$ cat config.mk
export PLATFORM = sky130hd
export DESIGN_NAME = vpe_accum_ctrl_flat
export DESIGN_NICKNAME = d
export VERILOG_FILES = /design/src/rtl/vpe_accum_if.sv /design/src/rtl/vpe_accum_ctrl.sv /design/src/flat_wrapper.sv
export SDC_FILE = /design/constraint.sdc
export NUM_CORES = 1
export LEC_CHECK = 0
export BUFFER_PORTS_ARGS = -buffer_cell sky130_fd_sc_hd__buf_2
export CELL_PAD_IN_SITES_DETAIL_PLACEMENT = 0
export CELL_PAD_IN_SITES_GLOBAL_PLACEMENT = 1
export CORE_ASPECT_RATIO = 2
export CORE_UTILIZATION = 55
export CTS_CLUSTER_DIAMETER = 30
export CTS_CLUSTER_SIZE = 16
export DETAILED_ROUTE_END_ITERATION = 10
export HOLD_SLACK_MARGIN = 0.08
export PLACE_DENSITY = 0.82
export SETUP_SLACK_MARGIN = 0.2
export SLEW_MARGIN = 20
export SYNTH_ARGS = -nofsm -noshare
export SYNTH_HDL_FRONTEND = slang
export SYNTH_SLANG_ARGS = --single-unit
$ cat constraint.sdc
create_clock -name clk -period 12.35 [get_ports clk]
set_clock_uncertainty 0.15 [all_clocks]
set_input_delay 1.8525 -clock clk [delete_from_list [all_inputs] [get_ports clk]]
set_output_delay 1.8525 -clock clk [all_outputs]
set_load 0.1 [all_outputs]
$ cat src/rtl/vpe_accum_if.sv
// Psum-stream, adder-control and result-stream bundle for the VPE accumulation sequencer.
interface vpe_accum_if #(
  parameter int unsigned PSUM_WIDTH = 32,
  parameter int unsigned DEPTH      = 16
);
  localparam int unsigned RowW = $clog2(DEPTH);

  logic                  in_valid;
  logic                  in_ready;
  logic                  adder_enable;
  logic                  adder_sel_psum_bias;
  logic [PSUM_WIDTH-1:0] selected_psum;
  logic [RowW-1:0]       bias_addr;
  logic [PSUM_WIDTH-1:0] adder_out;
  logic                  out_valid;
  logic [PSUM_WIDTH-1:0] out_data;
  logic [RowW-1:0]       out_row;
  logic                  out_ready;

  modport master (
    input  in_valid,
    output in_ready,
    output adder_enable,
    output adder_sel_psum_bias,
    output selected_psum,
    output bias_addr,
    input  adder_out,
    output out_valid,
    output out_data,
    output out_row,
    input  out_ready
  );

  modport slave (
    output in_valid,
    input  in_ready,
    input  adder_enable,
    input  adder_sel_psum_bias,
    input  selected_psum,
    input  bias_addr,
    output adder_out,
    input  out_valid,
    input  out_data,
    input  out_row,
    output out_ready
  );
endinterface

$ cat src/rtl/vpe_accum_ctrl.sv
// Tile/row sequencer for the VPE adder: keeps partial sums between tiles, emits final sums.
// Optional stall counter output enabled by defining VPE_ACCUM_PERF_EN.
module vpe_accum_ctrl #(
  parameter int unsigned PSUM_WIDTH = 32,
  parameter int unsigned DEPTH      = 16,
  parameter int unsigned TILE_W     = 8
) (
  input  logic                   clk,
  input  logic                   rst,
  input  logic                   start,
  input  logic [$clog2(DEPTH):0] cfg_num_rows,
  input  logic [TILE_W-1:0]      cfg_num_tiles,
  input  logic                   cfg_bias_en,
  vpe_accum_if.master            bus,
  output logic                   busy,
  output logic                   done,
  output logic                   cfg_err
`ifdef VPE_ACCUM_PERF_EN
  ,
  output logic [31:0]            stall_cycles
`endif
);

  localparam int unsigned RowW = $clog2(DEPTH);
  localparam logic [RowW:0] DepthCnt = (RowW + 1)'(DEPTH);

  typedef enum logic [1:0] {StIdle, StAccum, StDrain} state_e;

  state_e                state_q, state_d;
  logic [RowW-1:0]       row_q, row_d;
  logic [TILE_W-1:0]     tile_q, tile_d;
  logic [RowW:0]         num_rows_q, num_rows_d;
  logic [TILE_W-1:0]     num_tiles_q, num_tiles_d;
  logic                  bias_en_q, bias_en_d;
  logic                  out_valid_q, out_valid_d;
  logic [PSUM_WIDTH-1:0] out_data_q, out_data_d;
  logic [RowW-1:0]       out_row_q, out_row_d;
  logic                  done_q, done_d;
  logic                  cfg_err_q, cfg_err_d;

  logic [PSUM_WIDTH-1:0] psum_buf [DEPTH];

  logic cfg_ok, in_accum, last_tile, last_row, out_free, in_ready, accept;

  assign cfg_ok    = (cfg_num_rows != '0) && (cfg_num_rows <= DepthCnt) && (cfg_num_tiles != '0);
  assign in_accum  = (state_q == StAccum);
  assign last_tile = (tile_q == num_tiles_q - TILE_W'(1));
  assign last_row  = ({1'b0, row_q} == num_rows_q - (RowW + 1)'(1));
  // The output register can take a new beat if it is empty or being drained this cycle.
  assign out_free  = !out_valid_q || bus.out_ready;
  assign in_ready  = in_accum && (!last_tile || out_free);
  assign accept    = bus.in_valid && in_ready;

  always_comb begin
    state_d     = state_q;
    row_d       = row_q;
    tile_d      = tile_q;
    num_rows_d  = num_rows_q;
    num_tiles_d = num_tiles_q;
    bias_en_d   = bias_en_q;
    out_valid_d = out_valid_q && !bus.out_ready;
    out_data_d  = out_data_q;
    out_row_d   = out_row_q;
    done_d      = 1'b0;
    cfg_err_d   = 1'b0;

    if (accept && last_tile) begin
      out_valid_d = 1'b1;
      out_data_d  = bus.adder_out;
      out_row_d   = row_q;
    end

    unique case (state_q)
      StIdle: begin
        if (start) begin
          if (cfg_ok) begin
            num_rows_d  = cfg_num_rows;
            num_tiles_d = cfg_num_tiles;
            bias_en_d   = cfg_bias_en;
            row_d       = '0;
            tile_d      = '0;
            state_d     = StAccum;
          end else begin
            cfg_err_d = 1'b1;
          end
        end
      end
      StAccum: begin
        if (accept) begin
          if (last_row) begin
            row_d = '0;
            if (last_tile) begin
              state_d = StDrain;
            end else begin
              tile_d = tile_q + TILE_W'(1);
            end
          end else begin
            row_d = row_q + RowW'(1);
          end
        end
      end
      StDrain: begin
        if (out_free) begin
          done_d  = 1'b1;
          state_d = StIdle;
        end
      end
      default: state_d = StIdle;
    endcase
  end

  always_ff @(posedge clk or negedge rst) begin
    if (!rst) begin
      state_q     <= StIdle;
      row_q       <= '0;
      tile_q      <= '0;
      num_rows_q  <= '0;
      num_tiles_q <= '0;
      bias_en_q   <= 1'b0;
      out_valid_q <= 1'b0;
      out_data_q  <= '0;
      out_row_q   <= '0;
      done_q      <= 1'b0;
      cfg_err_q   <= 1'b0;
    end else begin
      state_q     <= state_d;
      row_q       <= row_d;
      tile_q      <= tile_d;
      num_rows_q  <= num_rows_d;
      num_tiles_q <= num_tiles_d;
      bias_en_q   <= bias_en_d;
      out_valid_q <= out_valid_d;
      out_data_q  <= out_data_d;
      out_row_q   <= out_row_d;
      done_q      <= done_d;
      cfg_err_q   <= cfg_err_d;
    end
  end

  // Final tile goes to the output register only; earlier tiles update the partial sum.
  always_ff @(posedge clk) begin
    if (accept && !last_tile) begin
      psum_buf[row_q] <= bus.adder_out;
    end
  end

  assign bus.in_ready            = in_ready;
  assign bus.bias_addr           = in_accum ? row_q : '0;
  assign bus.selected_psum       = in_accum ? psum_buf[row_q] : '0;
  assign bus.adder_sel_psum_bias = in_accum && (tile_q == '0);
  assign bus.adder_enable        = in_accum && ((tile_q != '0) || bias_en_q);
  assign bus.out_valid           = out_valid_q;
  assign bus.out_data            = out_data_q;
  assign bus.out_row             = out_row_q;
  assign busy                    = (state_q != StIdle);
  assign done                    = done_q;
  assign cfg_err                 = cfg_err_q;

`ifdef VPE_ACCUM_PERF_EN
  logic [31:0] stall_q;

  always_ff @(posedge clk or negedge rst) begin
    if (!rst) begin
      stall_q <= '0;
    end else if ((state_q == StIdle) && start && cfg_ok) begin
      stall_q <= '0;
    end else if (in_accum && bus.in_valid && !in_ready) begin
      stall_q <= stall_q + 32'd1;
    end
  end

  assign stall_cycles = stall_q;
`endif

endmodule

$ cat src/flat_wrapper.sv
// flat-port wrapper written by rule: the top's interface ports become plain ports
module vpe_accum_ctrl_flat 
#(
  parameter int unsigned PSUM_WIDTH = 32,
  parameter int unsigned DEPTH      = 16,
  parameter int unsigned TILE_W     = 8
)
  (clk, rst, start, cfg_num_rows, cfg_num_tiles, cfg_bias_en, busy, done, cfg_err, bus_in_valid, bus_in_ready, bus_adder_enable, bus_adder_sel_psum_bias, bus_selected_psum, bus_bias_addr, bus_adder_out, bus_out_valid, bus_out_data, bus_out_row, bus_out_ready);
  vpe_accum_if #(.PSUM_WIDTH(PSUM_WIDTH), .DEPTH(DEPTH)) bus_i ();
  input  logic clk;
  input  logic rst;
  input  logic start;
  input  logic [$clog2(DEPTH):0] cfg_num_rows;
  input  logic [TILE_W-1:0] cfg_num_tiles;
  input  logic cfg_bias_en;
  output logic busy;
  output logic done;
  output logic cfg_err;
  input wire logic [$bits(bus_i.in_valid)-1:0] bus_in_valid;
  output wire logic [$bits(bus_i.in_ready)-1:0] bus_in_ready;
  output wire logic [$bits(bus_i.adder_enable)-1:0] bus_adder_enable;
  output wire logic [$bits(bus_i.adder_sel_psum_bias)-1:0] bus_adder_sel_psum_bias;
  output wire logic [$bits(bus_i.selected_psum)-1:0] bus_selected_psum;
  output wire logic [$bits(bus_i.bias_addr)-1:0] bus_bias_addr;
  input wire logic [$bits(bus_i.adder_out)-1:0] bus_adder_out;
  output wire logic [$bits(bus_i.out_valid)-1:0] bus_out_valid;
  output wire logic [$bits(bus_i.out_data)-1:0] bus_out_data;
  output wire logic [$bits(bus_i.out_row)-1:0] bus_out_row;
  input wire logic [$bits(bus_i.out_ready)-1:0] bus_out_ready;
  assign bus_i.in_valid = bus_in_valid;
  assign bus_in_ready = bus_i.in_ready;
  assign bus_adder_enable = bus_i.adder_enable;
  assign bus_adder_sel_psum_bias = bus_i.adder_sel_psum_bias;
  assign bus_selected_psum = bus_i.selected_psum;
  assign bus_bias_addr = bus_i.bias_addr;
  assign bus_i.adder_out = bus_adder_out;
  assign bus_out_valid = bus_i.out_valid;
  assign bus_out_data = bus_i.out_data;
  assign bus_out_row = bus_i.out_row;
  assign bus_i.out_ready = bus_out_ready;
  vpe_accum_ctrl #(.PSUM_WIDTH(PSUM_WIDTH), .DEPTH(DEPTH), .TILE_W(TILE_W)) u_core (.clk(clk), .rst(rst), .start(start), .cfg_num_rows(cfg_num_rows), .cfg_num_tiles(cfg_num_tiles), .cfg_bias_en(cfg_bias_en), .bus(bus_i), .busy(busy), .done(done), .cfg_err(cfg_err));
endmodule
==> out/metrics.cfg <==
[run_status]
status=complete, no violations

[synthesis]
yosysWarnings=0
ys.flop_type=edfxtp_1
synth_edf_count=512
syn_avg_cell_area_sq_um=21.2
async_reset_ff_frac=0.116
yosysSeqAreaShare=0.745
synth_fp_nets=1141
synth_cells=1082
synth_area_sq_um=22900
ys_ff_latch=579
synth_cell_types=50

[layout]
drive_gt1_frac=0.371
regArea_sq_um=17100
nNetsFinal=1301
final_cell_mix=edfxtp_1, mux4_2, buf_2, dfrtp_1, clkbuf_16
layout_commonest_cell=edfxtp_1
fillers=2709
fin_util=0.646
multiInputGateArea_sq_um=5650
stdcell_area_sq_um=26500
area_growth_pct=15.8
antennaDiodeCount=0

[timing]
worst_pin_slew_ps=1030
finalHoldViolCount=0
setup_violations=0
fmax_mhz=164
maxSlewViolCount=0
relSlewSlack=0.316
rsz0062_at_grt=false
period_share=0.495
setup_ws_ps=6230
setup_tns_ps=0
fin_crit_ps=6120

[clock_tree]
worstSkewPairLatency_ps=600
clockBufferDepth=3
postCtsHoldBufs=0
numClockSinks=579
root_buffer=clkbuf_16
post_cts_buffers=0
cts_resized=0
clk_pin_slew_ps=60
cts_max_level=2
cts-buffers-inserted=60
tritoncts=done

[placed_design]
place_ws_ps=6720
gp_congestion=0.800
placement.io_buffers=129
dp_hpwl_microns=25800
place_area_sq_um=24300

[floorplan]
start_util=0.558
fp.coreArea_sq_um=41000
row_count=105
io_pins=130
fp.dieW_microns=146
die_area_sq_um=42500
chipHeight_microns=290

[worst_setup_path]
end_kind=primary output
crit_path_start_kind=flip-flop
worstSetupPathType=reg -> out
arrival_ps=4110
crit_required_ps=10350
worstPathMaxFanout=48

[grt]
grt.overflow.total=0
grt_max_degree=72
antenna_found_initial=0
grt_use_total=0.248
grt_pass1_vias=11971
grt_pass1_wl_microns=76000

[route]
first_pass_iters=5
num_vias=11383
wl_microns=51200
drt_iter0_drc=1111
ant_nets=0
drc=0
avgViaCountPerCell=6.22
wire_per_inst_microns=28.0

[power_and_ir_drop]
power_mw=6.10
power_density_nw_per_um2=230
static-leakage-power_nw=9.22
ir_drop_mv=0.225

[hold_path]
hold_path.class=reg -> reg

[run]
drv_cap=0

==> through the flow <==
step	cells	hold WS, ps
after CTS	1829	354
final	1829	348
after global routing	1829	373
after floorplan	1082	296
after global placement	1715	332
after detailed placement	1715	336
==> flip-flops by register name, summed over array words and instances, names as in the netlist <==
signal / count
u_core.tile_q: 8
u_core.bus.out_data: 32
u_core.cfg_err: 1
u_core.bus.out_row: 4
u_core.done: 1
u_core.psum_buf: 512
u_core.num_rows_q: 5
u_core.state_q: 2
u_core.row_q: 4
u_core.bus.out_valid: 1
u_core.num_tiles_q: 8
u_core.bias_en_q: 1
==> path summary, 6_finish.rpt <==
| path | cells after the start | endpoint | startpoint | slack, ps |
|---|---|---|---|---|
| setup / recovery | 5 | bus_selected_psum[5] | u_core.row_q[0] | 6230 |
| hold / removal | 1 | u_core.bus.out_row[1] | u_core.bus.out_row[1] | 350 |
| setup reg to reg | 8 | u_core.psum_buf[1][18] | u_core.num_tiles_q[2] | 7670 |
| hold reg to reg | 1 | u_core.bus.out_row[1] | u_core.bus.out_row[1] | 350 |
| max in group asynchronous | 2 | u_core.row_q[1] | rst | 9860 |
| min in group asynchronous | 1 | u_core.bus.out_data[27] | rst | 1040 |
==> synth_stat cells (9+ instances only) <==
cell	number	area share
and2_1	33	0.0090
buf_1	16	0.0026
clkbuf_1	34	0.0056
dfrtp_1	67	0.073
edfxtp_1	512	0.67
inv_1	14	0.0023
mux2_4	29	0.019
mux4_2	160	0.16
nand2_1	45	0.0074
nand3_1	9	0.0020
nor2_1	28	0.0046
nor3_1	13	0.0028
o21ai_0	11	0.0024
xnor2_1	13	0.0050
==> per-layer routing <==
layer  GRT usage  vias to the layer above  wire (microns)
met5           0                        -               0
met4       0.120                        0            2460
met3      0.0378                      137            3180
met2       0.432                      503           27000
met1       0.304                     5990           18600
li1            -                     4753               -
==> final cells by class <==
class / instances / share of cell area
clock buffers: 72 / 0.0596
inverters: 14 / 0.00198
well taps: 535 / 0.0253
flip-flops and latches: 579 / 0.644
repair buffers: 155 / 0.0318
clock inverters: 42 / 0.0240
multi-input cells: 432 / 0.213
==> where the power goes <==
part	switching [mW]	leakage (nW)	internal (mW)
clock network	0.816	1.06	1.14
logic	1.20	2.65	0.554
registers	0.109	5.51	2.28
==> kinds of logic after synthesis <==
logic type | after synthesis | share of synthesized area
buffers and inverters | 71 | 0.0128
and+or+nand+nor | 163 | 0.0371
DFF | 579 | 0.745
AOI/OAI and AO/OA | 48 | 0.0141
muxes | 198 | 0.181
xor gates and xnor gates | 15 | 0.00574
adders and majority gates | 8 | 0.00437
==> worst max-delay path: stages (launching register included) <==
cell and delay, ps:
dfrtp_4 1020, buf_4 840, mux4_2 620, mux4_2 470
and2_1 210, buf_2 300
Power figures use the tool's default switching activity.
